===== src/rtl/mem_port_arbiter_if.sv =====
// Bundle between the IF stage, MEM-stage control and the shared memory port.
// The arbiter serves the slave side; requesters and memory sit on master.
interface mem_port_arbiter_if #(
    parameter int AW = 32,
    parameter int DW = 32
);
    logic          if_req;
    logic [AW-1:0] if_addr;
    logic [DW-1:0] if_rdata;
    logic          if_done;
    logic          if_stall;

    logic          MemRead;
    logic          MemWrite;
    logic [AW-1:0] d_addr;
    logic [DW-1:0] d_wdata;
    logic [DW-1:0] d_rdata;
    logic          d_done;
    logic          d_err;
    logic          d_stall;

    logic          mem_req;
    logic          mem_we;
    logic [AW-1:0] mem_addr;
    logic [DW-1:0] mem_wdata;
    logic          mem_ack;
    logic [DW-1:0] mem_rdata;

    modport slave (
        input  if_req, if_addr, MemRead, MemWrite, d_addr, d_wdata,
        input  mem_ack, mem_rdata,
        output if_rdata, if_done, if_stall,
        output d_rdata, d_done, d_err, d_stall,
        output mem_req, mem_we, mem_addr, mem_wdata
    );

    modport master (
        output if_req, if_addr, MemRead, MemWrite, d_addr, d_wdata,
        output mem_ack, mem_rdata,
        input  if_rdata, if_done, if_stall,
        input  d_rdata, d_done, d_err, d_stall,
        input  mem_req, mem_we, mem_addr, mem_wdata
    );
endinterface


===== src/rtl/mem_port_arbiter.sv =====
// Shares one single-ported memory between fetch and load/store.
// Data has priority; a starve counter and an ack timeout bound every wait.
module mem_port_arbiter #(
    parameter int AW         = 32,
    parameter int DW         = 32,
    parameter int TIMEOUT    = 16,
    parameter int STARVE_MAX = 4
) (
    input logic               clk,
    input logic               rst,
    mem_port_arbiter_if.slave bus
);
    localparam int TW = $clog2(TIMEOUT + 1);
    localparam int SW = $clog2(STARVE_MAX + 1);

    typedef enum logic [1:0] {
        IDLE,
        WAIT,
        RESP
    } state_t;

    state_t        state;
    logic          gnt_d;
    logic [SW-1:0] starve;
    logic [TW-1:0] tmo;

    logic          mem_req_q;
    logic          mem_we_q;
    logic [AW-1:0] mem_addr_q;
    logic [DW-1:0] mem_wdata_q;
    logic          if_done_q;
    logic [DW-1:0] if_rdata_q;
    logic          d_done_q;
    logic          d_err_q;
    logic [DW-1:0] d_rdata_q;

    logic d_req;
    logic d_win;
    logic f_win;
    logic d_bad;
    logic expire;

    assign d_req  = bus.MemRead | bus.MemWrite;
    assign d_win  = d_req & ((starve < SW'(STARVE_MAX)) | ~bus.if_req);
    assign f_win  = ~d_win & bus.if_req;
    assign d_bad  = (bus.MemRead & bus.MemWrite) | (bus.d_addr[1:0] != 2'b00);
    assign expire = (tmo == TW'(TIMEOUT - 1));

    assign bus.mem_req   = mem_req_q;
    assign bus.mem_we    = mem_we_q;
    assign bus.mem_addr  = mem_addr_q;
    assign bus.mem_wdata = mem_wdata_q;
    assign bus.if_done   = if_done_q;
    assign bus.if_rdata  = if_rdata_q;
    assign bus.d_done    = d_done_q;
    assign bus.d_err     = d_err_q;
    assign bus.d_rdata   = d_rdata_q;
    assign bus.if_stall  = bus.if_req & ~if_done_q;
    assign bus.d_stall   = d_req & ~d_done_q;

    always_ff @(posedge clk or posedge rst) begin
        if (rst) begin
            state       <= IDLE;
            gnt_d       <= 1'b0;
            starve      <= '0;
            tmo         <= '0;
            mem_req_q   <= 1'b0;
            mem_we_q    <= 1'b0;
            mem_addr_q  <= '0;
            mem_wdata_q <= '0;
            if_done_q   <= 1'b0;
            if_rdata_q  <= '0;
            d_done_q    <= 1'b0;
            d_err_q     <= 1'b0;
            d_rdata_q   <= '0;
        end else begin
            if_done_q <= 1'b0;
            d_done_q  <= 1'b0;
            d_err_q   <= 1'b0;
            if (!bus.if_req) starve <= '0;
            unique case (state)
                IDLE: begin
                    tmo <= '0;
                    if (d_win) begin
                        gnt_d  <= 1'b1;
                        starve <= bus.if_req ? starve + 1'b1 : '0;
                        if (d_bad) begin
                            // rejected accesses never touch memory
                            d_done_q  <= 1'b1;
                            d_err_q   <= 1'b1;
                            d_rdata_q <= '0;
                            state     <= RESP;
                        end else begin
                            mem_req_q   <= 1'b1;
                            mem_we_q    <= bus.MemWrite;
                            mem_addr_q  <= bus.d_addr;
                            mem_wdata_q <= bus.d_wdata;
                            state       <= WAIT;
                        end
                    end else if (f_win) begin
                        gnt_d       <= 1'b0;
                        starve      <= '0;
                        mem_req_q   <= 1'b1;
                        mem_we_q    <= 1'b0;
                        mem_addr_q  <= bus.if_addr;
                        mem_wdata_q <= '0;
                        state       <= WAIT;
                    end
                end
                WAIT: begin
                    tmo <= tmo + 1'b1;
                    if (bus.mem_ack || expire) begin
                        mem_req_q <= 1'b0;
                        state     <= RESP;
                        if (gnt_d) begin
                            d_done_q  <= 1'b1;
                            d_err_q   <= ~bus.mem_ack;
                            d_rdata_q <= (bus.mem_ack && !mem_we_q) ?
                                         bus.mem_rdata : '0;
                        end else begin
                            if_done_q  <= 1'b1;
                            if_rdata_q <= bus.mem_ack ? bus.mem_rdata : '0;
                        end
                    end
                end
                RESP: state <= IDLE;
                default: state <= IDLE;
            endcase
        end
    end
endmodule


===== src/flat_wrapper.sv =====
// flat-port wrapper written by rule: the top's interface ports become plain ports
module mem_port_arbiter_flat 
#(
    parameter int AW         = 32,
    parameter int DW         = 32,
    parameter int TIMEOUT    = 16,
    parameter int STARVE_MAX = 4
)
  (clk, rst, bus_if_req, bus_if_addr, bus_MemRead, bus_MemWrite, bus_d_addr, bus_d_wdata, bus_mem_ack, bus_mem_rdata, bus_if_rdata, bus_if_done, bus_if_stall, bus_d_rdata, bus_d_done, bus_d_err, bus_d_stall, bus_mem_req, bus_mem_we, bus_mem_addr, bus_mem_wdata);
  mem_port_arbiter_if #(.AW(AW), .DW(DW)) bus_i ();
  input logic clk;
  input logic rst;
  input wire logic [$bits(bus_i.if_req)-1:0] bus_if_req;
  input wire logic [$bits(bus_i.if_addr)-1:0] bus_if_addr;
  input wire logic [$bits(bus_i.MemRead)-1:0] bus_MemRead;
  input wire logic [$bits(bus_i.MemWrite)-1:0] bus_MemWrite;
  input wire logic [$bits(bus_i.d_addr)-1:0] bus_d_addr;
  input wire logic [$bits(bus_i.d_wdata)-1:0] bus_d_wdata;
  input wire logic [$bits(bus_i.mem_ack)-1:0] bus_mem_ack;
  input wire logic [$bits(bus_i.mem_rdata)-1:0] bus_mem_rdata;
  output wire logic [$bits(bus_i.if_rdata)-1:0] bus_if_rdata;
  output wire logic [$bits(bus_i.if_done)-1:0] bus_if_done;
  output wire logic [$bits(bus_i.if_stall)-1:0] bus_if_stall;
  output wire logic [$bits(bus_i.d_rdata)-1:0] bus_d_rdata;
  output wire logic [$bits(bus_i.d_done)-1:0] bus_d_done;
  output wire logic [$bits(bus_i.d_err)-1:0] bus_d_err;
  output wire logic [$bits(bus_i.d_stall)-1:0] bus_d_stall;
  output wire logic [$bits(bus_i.mem_req)-1:0] bus_mem_req;
  output wire logic [$bits(bus_i.mem_we)-1:0] bus_mem_we;
  output wire logic [$bits(bus_i.mem_addr)-1:0] bus_mem_addr;
  output wire logic [$bits(bus_i.mem_wdata)-1:0] bus_mem_wdata;
  assign bus_i.if_req = bus_if_req;
  assign bus_i.if_addr = bus_if_addr;
  assign bus_i.MemRead = bus_MemRead;
  assign bus_i.MemWrite = bus_MemWrite;
  assign bus_i.d_addr = bus_d_addr;
  assign bus_i.d_wdata = bus_d_wdata;
  assign bus_i.mem_ack = bus_mem_ack;
  assign bus_i.mem_rdata = bus_mem_rdata;
  assign bus_if_rdata = bus_i.if_rdata;
  assign bus_if_done = bus_i.if_done;
  assign bus_if_stall = bus_i.if_stall;
  assign bus_d_rdata = bus_i.d_rdata;
  assign bus_d_done = bus_i.d_done;
  assign bus_d_err = bus_i.d_err;
  assign bus_d_stall = bus_i.d_stall;
  assign bus_mem_req = bus_i.mem_req;
  assign bus_mem_we = bus_i.mem_we;
  assign bus_mem_addr = bus_i.mem_addr;
  assign bus_mem_wdata = bus_i.mem_wdata;
  mem_port_arbiter #(.AW(AW), .DW(DW), .TIMEOUT(TIMEOUT), .STARVE_MAX(STARVE_MAX)) u_core (.clk(clk), .rst(rst), .bus(bus_i));
endmodule

===== config.mk =====
export PLATFORM = sky130hd
export DESIGN_NAME = mem_port_arbiter_flat
export DESIGN_NICKNAME = d
export VERILOG_FILES = /design/src/rtl/mem_port_arbiter_if.sv /design/src/rtl/mem_port_arbiter.sv /design/src/flat_wrapper.sv
export SDC_FILE = /design/constraint.sdc
export NUM_CORES = 1
export LEC_CHECK = 0
export CORE_UTILIZATION = 46
export CTS_CLUSTER_SIZE = 20
export DETAILED_ROUTE_END_ITERATION = 8
export GPL_TIMING_DRIVEN = 0
export HOLD_SLACK_MARGIN = 0.02
export PLACE_DENSITY = 0.86
export SLEW_MARGIN = 10
export SYNTH_ARGS = -nofsm -noshare
export SYNTH_HDL_FRONTEND = slang
export SYNTH_SLANG_ARGS = --single-unit

===== constraint.sdc =====
create_clock -name clk -period 7.6 [get_ports clk]
set_input_delay 1.14 -clock clk [delete_from_list [all_inputs] [get_ports clk]]
set_output_delay 1.14 -clock clk [all_outputs]
set_load 0.005 [all_outputs]

After elaboration in Yosys (flattened, before gate mapping)
Index checks and enable logic that the tools add are counted.
{"block": "totals", "regBits": 144, "in_bits": 134, "out_inout_bits": 135, "wordCells": 96}
{"block": "classes", "add_sub_neg": 2, "order_cmp": 1, "eq_ne": 9, "n_mux": 44, "bitwise_logic": 14, "n_reduce_logical": 13}
{"operator": "$mux 32", "n": 12}
{"operator": "$pmux 32 s2", "n": 1}
{"operator": "$mux 1", "n": 17}
{"operator": "$mux 3", "n": 5}
{"operator": "$pmux 5 s2", "n": 1}
{"operator": "$mux 2", "n": 4}
{"operator": "$ne 2x1->1 const B", "n": 4}
{"operator": "$not 1->1", "n": 6}
{"operator": "$pmux 1 s2", "n": 3}
{"operator": "$reduce_and 3->1", "n": 2}
{"operator": "$reduce_bool 2->1", "n": 3}
{"operator": "$add 5x1->5 const B", "n": 1}
{"operator": "$and 1x1->1", "n": 5}
{"operator": "$eq 5x4->1 const B", "n": 1}
{"operator": "$reduce_and 5->1", "n": 1}
{"operator": "$pmux 2 s2", "n": 1}
{"operator": "$reduce_and 2->1", "n": 2}
{"operator": "$reduce_and 4->1", "n": 1}
{"operator": "$add 3x1->3 const B", "n": 1}
{"operator": "$lt 3x3->1 const B", "n": 1}
{"operator": "$ne 3x1->1 const B", "n": 1}
{"operator": "$ne 3x3->1 const B", "n": 1}
{"operator": "$or 1x1->1", "n": 3}
{"operator": "$eq 2x1->1 const B", "n": 1}
{"operator": "other kinds (5)", "n": 5}

Depth between registers and ports, before layout
{"block": "logic_depth", "depth_word": 8, "mapped_depth": 10, "depth_no_buf": 8}

Worst setup path after synthesis
OpenSTA, ideal clock, no wires.
{"block": "synth_path", "kind": "in2out", "start": "in bus_MemWrite", "end": "out bus_d_stall", "t_arrival_ns": 1.477, "required_ns": 6.460, "path_slack_ns": 4.983, "stages": 3, "path_buffers": 1, "path_cell_list": "buf_2 -> nor2_1 -> nor2_1"}
{"block": "synth_between", "elab_chain_cells": 2}
{"item": "from (decl)", "line_no": "flat_wrapper.sv:16", "rtl": "input wire logic [$bits(bus_i.MemWrite)-1:0] bus_MemWrite;"}
{"item": "$or 1x1->1", "line_no": "mem_port_arbiter.sv:43", "rtl": "assign d_req = bus.MemRead | bus.MemWrite;"}
{"item": "$and 1x1->1", "line_no": "mem_port_arbiter.sv:59", "rtl": "assign bus.d_stall = d_req & ~d_done_q;"}
{"item": "to (decl)", "line_no": "flat_wrapper.sv:27", "rtl": "output wire logic [$bits(bus_i.d_stall)-1:0] bus_d_stall;"}
Every way passes these cells.

Final worst setup path
Ends and elaborated chain as after synthesis.

==> flow_metrics.tcl <==
set metrics [dict create \
    grt_pass1_wl_mm 30.4 \
    die_h_um 120 \
    reg2reg_depth 9 \
    fmax_mhz 313 \
    hold_class "flop to flop" \
    required_ns 6.46 \
    max-slew-margin-rel_pct 49.3 \
    min_to "u_core.bus.if_rdata[4]" \
    crit_arrival_ns 2.06 \
    cts_hold_buf 0 \
    cts-root-buf "clkbuf_16" \
    holdPathStages 2 \
    ys_seq_area_share_pct 56.7 \
    grt_pass1_vias 5743 \
    yosysUniqueCellTypes 37 \
    track_usage_pct 27.7 \
    drtIter0Drc 363 \
    cts_tree "built" \
    setup_slack_ns 4.40 \
    synth-compound-area-share_pct 13.7 \
    pin_count 269 \
    setup_viol 0 \
    nets 1029 \
    yosys.area.top_type_share_pct 56.7 \
    htree_levels 4 \
    wl_per_cell_um 17.5 \
    grt_antenna_before_repair 0 \
    crit_path_start_kind "input pin" \
    status "complete, no violations" \
    regToRegSetupSlack_ns 5.34 \
    worstHoldStart "u_core.bus.if_rdata[4]" \
    path_class "input pin to primary output" \
    vdd_drop_max_uv 208 \
    rows 42 \
    slew_violations 0 \
    clk_path_buf_depth 2 \
    synth_top_family_by_area "simple AND/OR/NAND/NOR gates" \
    detail-route-antenna-nets 0 \
    drt-total-wl_mm 19.0 \
    synth_seq_cells 144 \
    postCtsSetupBuffers 0 \
    tightestPinTransition_ns 0.754 \
    fin_crit_ns 3.20 \
    yosys_warnings 0 \
    antenna_cells 0 \
    via_count 5648 \
    rsz0062_at_grt "false" \
    finalCritPeriodShare_pct 42.1 \
    via_per_inst 5.22 \
    synth_top_area_cell "dfrtp_1" \
    grt_max_degree 77 \
    placed_area_mm2 0.00926 \
    cp_max_fo 7 \
    start_util_pct 47.6 \
    synth_nets 745 \
    overflow 0 \
    place_ws_ns 4.42 \
    clkTransAtPathRegs_ns 0.06 \
    drc 0 \
    dieWidth_um 120 \
    core_area_mm2 0.0133 \
    synth_xor_xnor_area_share_pct 0 \
    syn_inst 608 \
    max_cap_violations 0 \
    rr_startpoint "u_core.tmo[0]" \
    clk_latency_ns 0.42 \
    finalClockSkew_ns 0.00899 \
    r2r-end "u_core.bus.if_rdata[3]" \
    muxShareOfSynthArea_pct 7.67 \
    die-area_mm2 0.0143 \
    hold_violations 0 \
    numPortBuffers 264 \
    layout-drive-gt1-share_pct 11.7 \
    synth-edff-count 0 \
    hpwl_mm 13.4 \
    syn_to_final_growth_pct 56.0 \
    power.density_mw_per_mm2 344 \
    yosys.area_share.adder_pct 0.590 \
    gp_congestion 0.885 \
    ys.flop_type "dfrtp_1" \
    synth-simple-area-share_pct 16.6 \
    async_flop_share_pct 100 \
    stdcell_area_mm2 0.00992 \
    syn_area_per_cell_um2 10.5 \
    nFillCells 905 \
    cts_buffers 17 \
    leakage_nw 4.63 \
    finalSetupTns_ns 0 \
    ys_top_cells_by_area "dfrtp_1 57%, nand2_1 12%, mux2_4 6.6%" \
    cts.sinks 144 \
    firstDrtPassIters 5 \
    cts-resized-gates 0 \
    crit_path_end_kind "primary output" \
    syn_area_mm2 0.00636 \
]
[report_power, final]
group	total [mW]	switching, mW	internal (mW)
combinational	1.29	0.516	0.778
sequential	1.19	0.153	1.04
clock	0.930	0.316	0.614
[cells in the mapped netlist (all sizes together), types with 2 or more instances]
cell and count:
o21ai 38, nand2b 2, a21boi 3, ha 3, a21oi 2, a22o 35
clkbuf 19, nand2 198, nor2b 3, mux2 34, nand3 35, inv 5
a21o 3, nor2 8, buf 30, nor3 4, o31ai 33, dfrtp 144
[per-layer routing]
layer | wire length, µm | global-route usage [%]
met5 | 0 | 0
met2 | 9120 | 44.4
met1 | 7940 | 35.3
met4 | 743 | 12.7
met3 | 1150 | 7.13
[how the worst max path moves through the flow]
stage,from,to,slack [ns],cells past startpoint
2_1_floorplan,rst,u_core.bus.d_done,2.59,1
3_3_place_gp,rst,u_core.bus.mem_wdata[13],0.64,2
3_5_place_dp,bus_MemWrite,bus_d_stall,4.42,4
4_1_cts,bus_MemWrite,bus_d_stall,4.41,4
5_1_grt,bus_MemWrite,bus_d_stall,4.34,4
6_report,bus_MemWrite,bus_d_stall,4.40,4
[cells by family after synthesis]
group	Yosys count
buf+inv	54
compound gates	119
flops	144
fa+ha+maj	3
mux	34
simple gates	254
[state kept, by name (all words and copies together) (netlist names), 2 cells and up]
name                  flops
u_core.bus.mem_wdata     32
u_core.state              2
u_core.bus.if_rdata      32
u_core.starve             3
u_core.bus.d_rdata       32
u_core.bus.mem_addr      32
u_core.tmo                5
[worst max-delay path, stage by stage]
cell and delay, ns:
buf_2 0.17, nor2_1 0.09, nor2_1 0.10, clkdlybuf4s50_1 0.56
[placed cells by master, fill, tap and decap left out, drive strengths merged, types with 4 or more instances in the layout]
cell type	instances
nand2	198
a22o	35
clkinv	5
dfrtp	144
inv	5
clkbuf	40
bufinv	5
clkdlybuf4s50	264
o21ai	38
buf	31
mux2	34
nand3	35
nor2	8
o31ai	33
nor3	4
[per-stage QoR]
stage | std cells | total power [mW] | util [%] | hold WS (ns)
2_1_floorplan | 608 | 1.72 | - | 0.453
3_3_place_gp | 1048 | 2.46 | 69.1 | 0.449
3_5_place_dp | 1049 | 2.49 | 69.4 | 0.455
4_1_cts | 1081 | 3.43 | 74.3 | 0.468
5_1_grt | 1081 | 3.58 | 74.3 | 0.489
6_report | 1081 | 3.42 | 74.3 | 0.465
[final cells by class]
type	count	area, µm²	share of cell area (%)
buffer	49	288	2.90
clock buffer	21	480	4.84
clock inverter	11	183	1.84
inverter	5	26.3	0.265
multi-input combinational	410	2450	24.7
sequential	144	3600	36.3
tap	176	220	2.22
timing repair buffer	265	2670	26.9
Power figures use the tool's default switching activity.
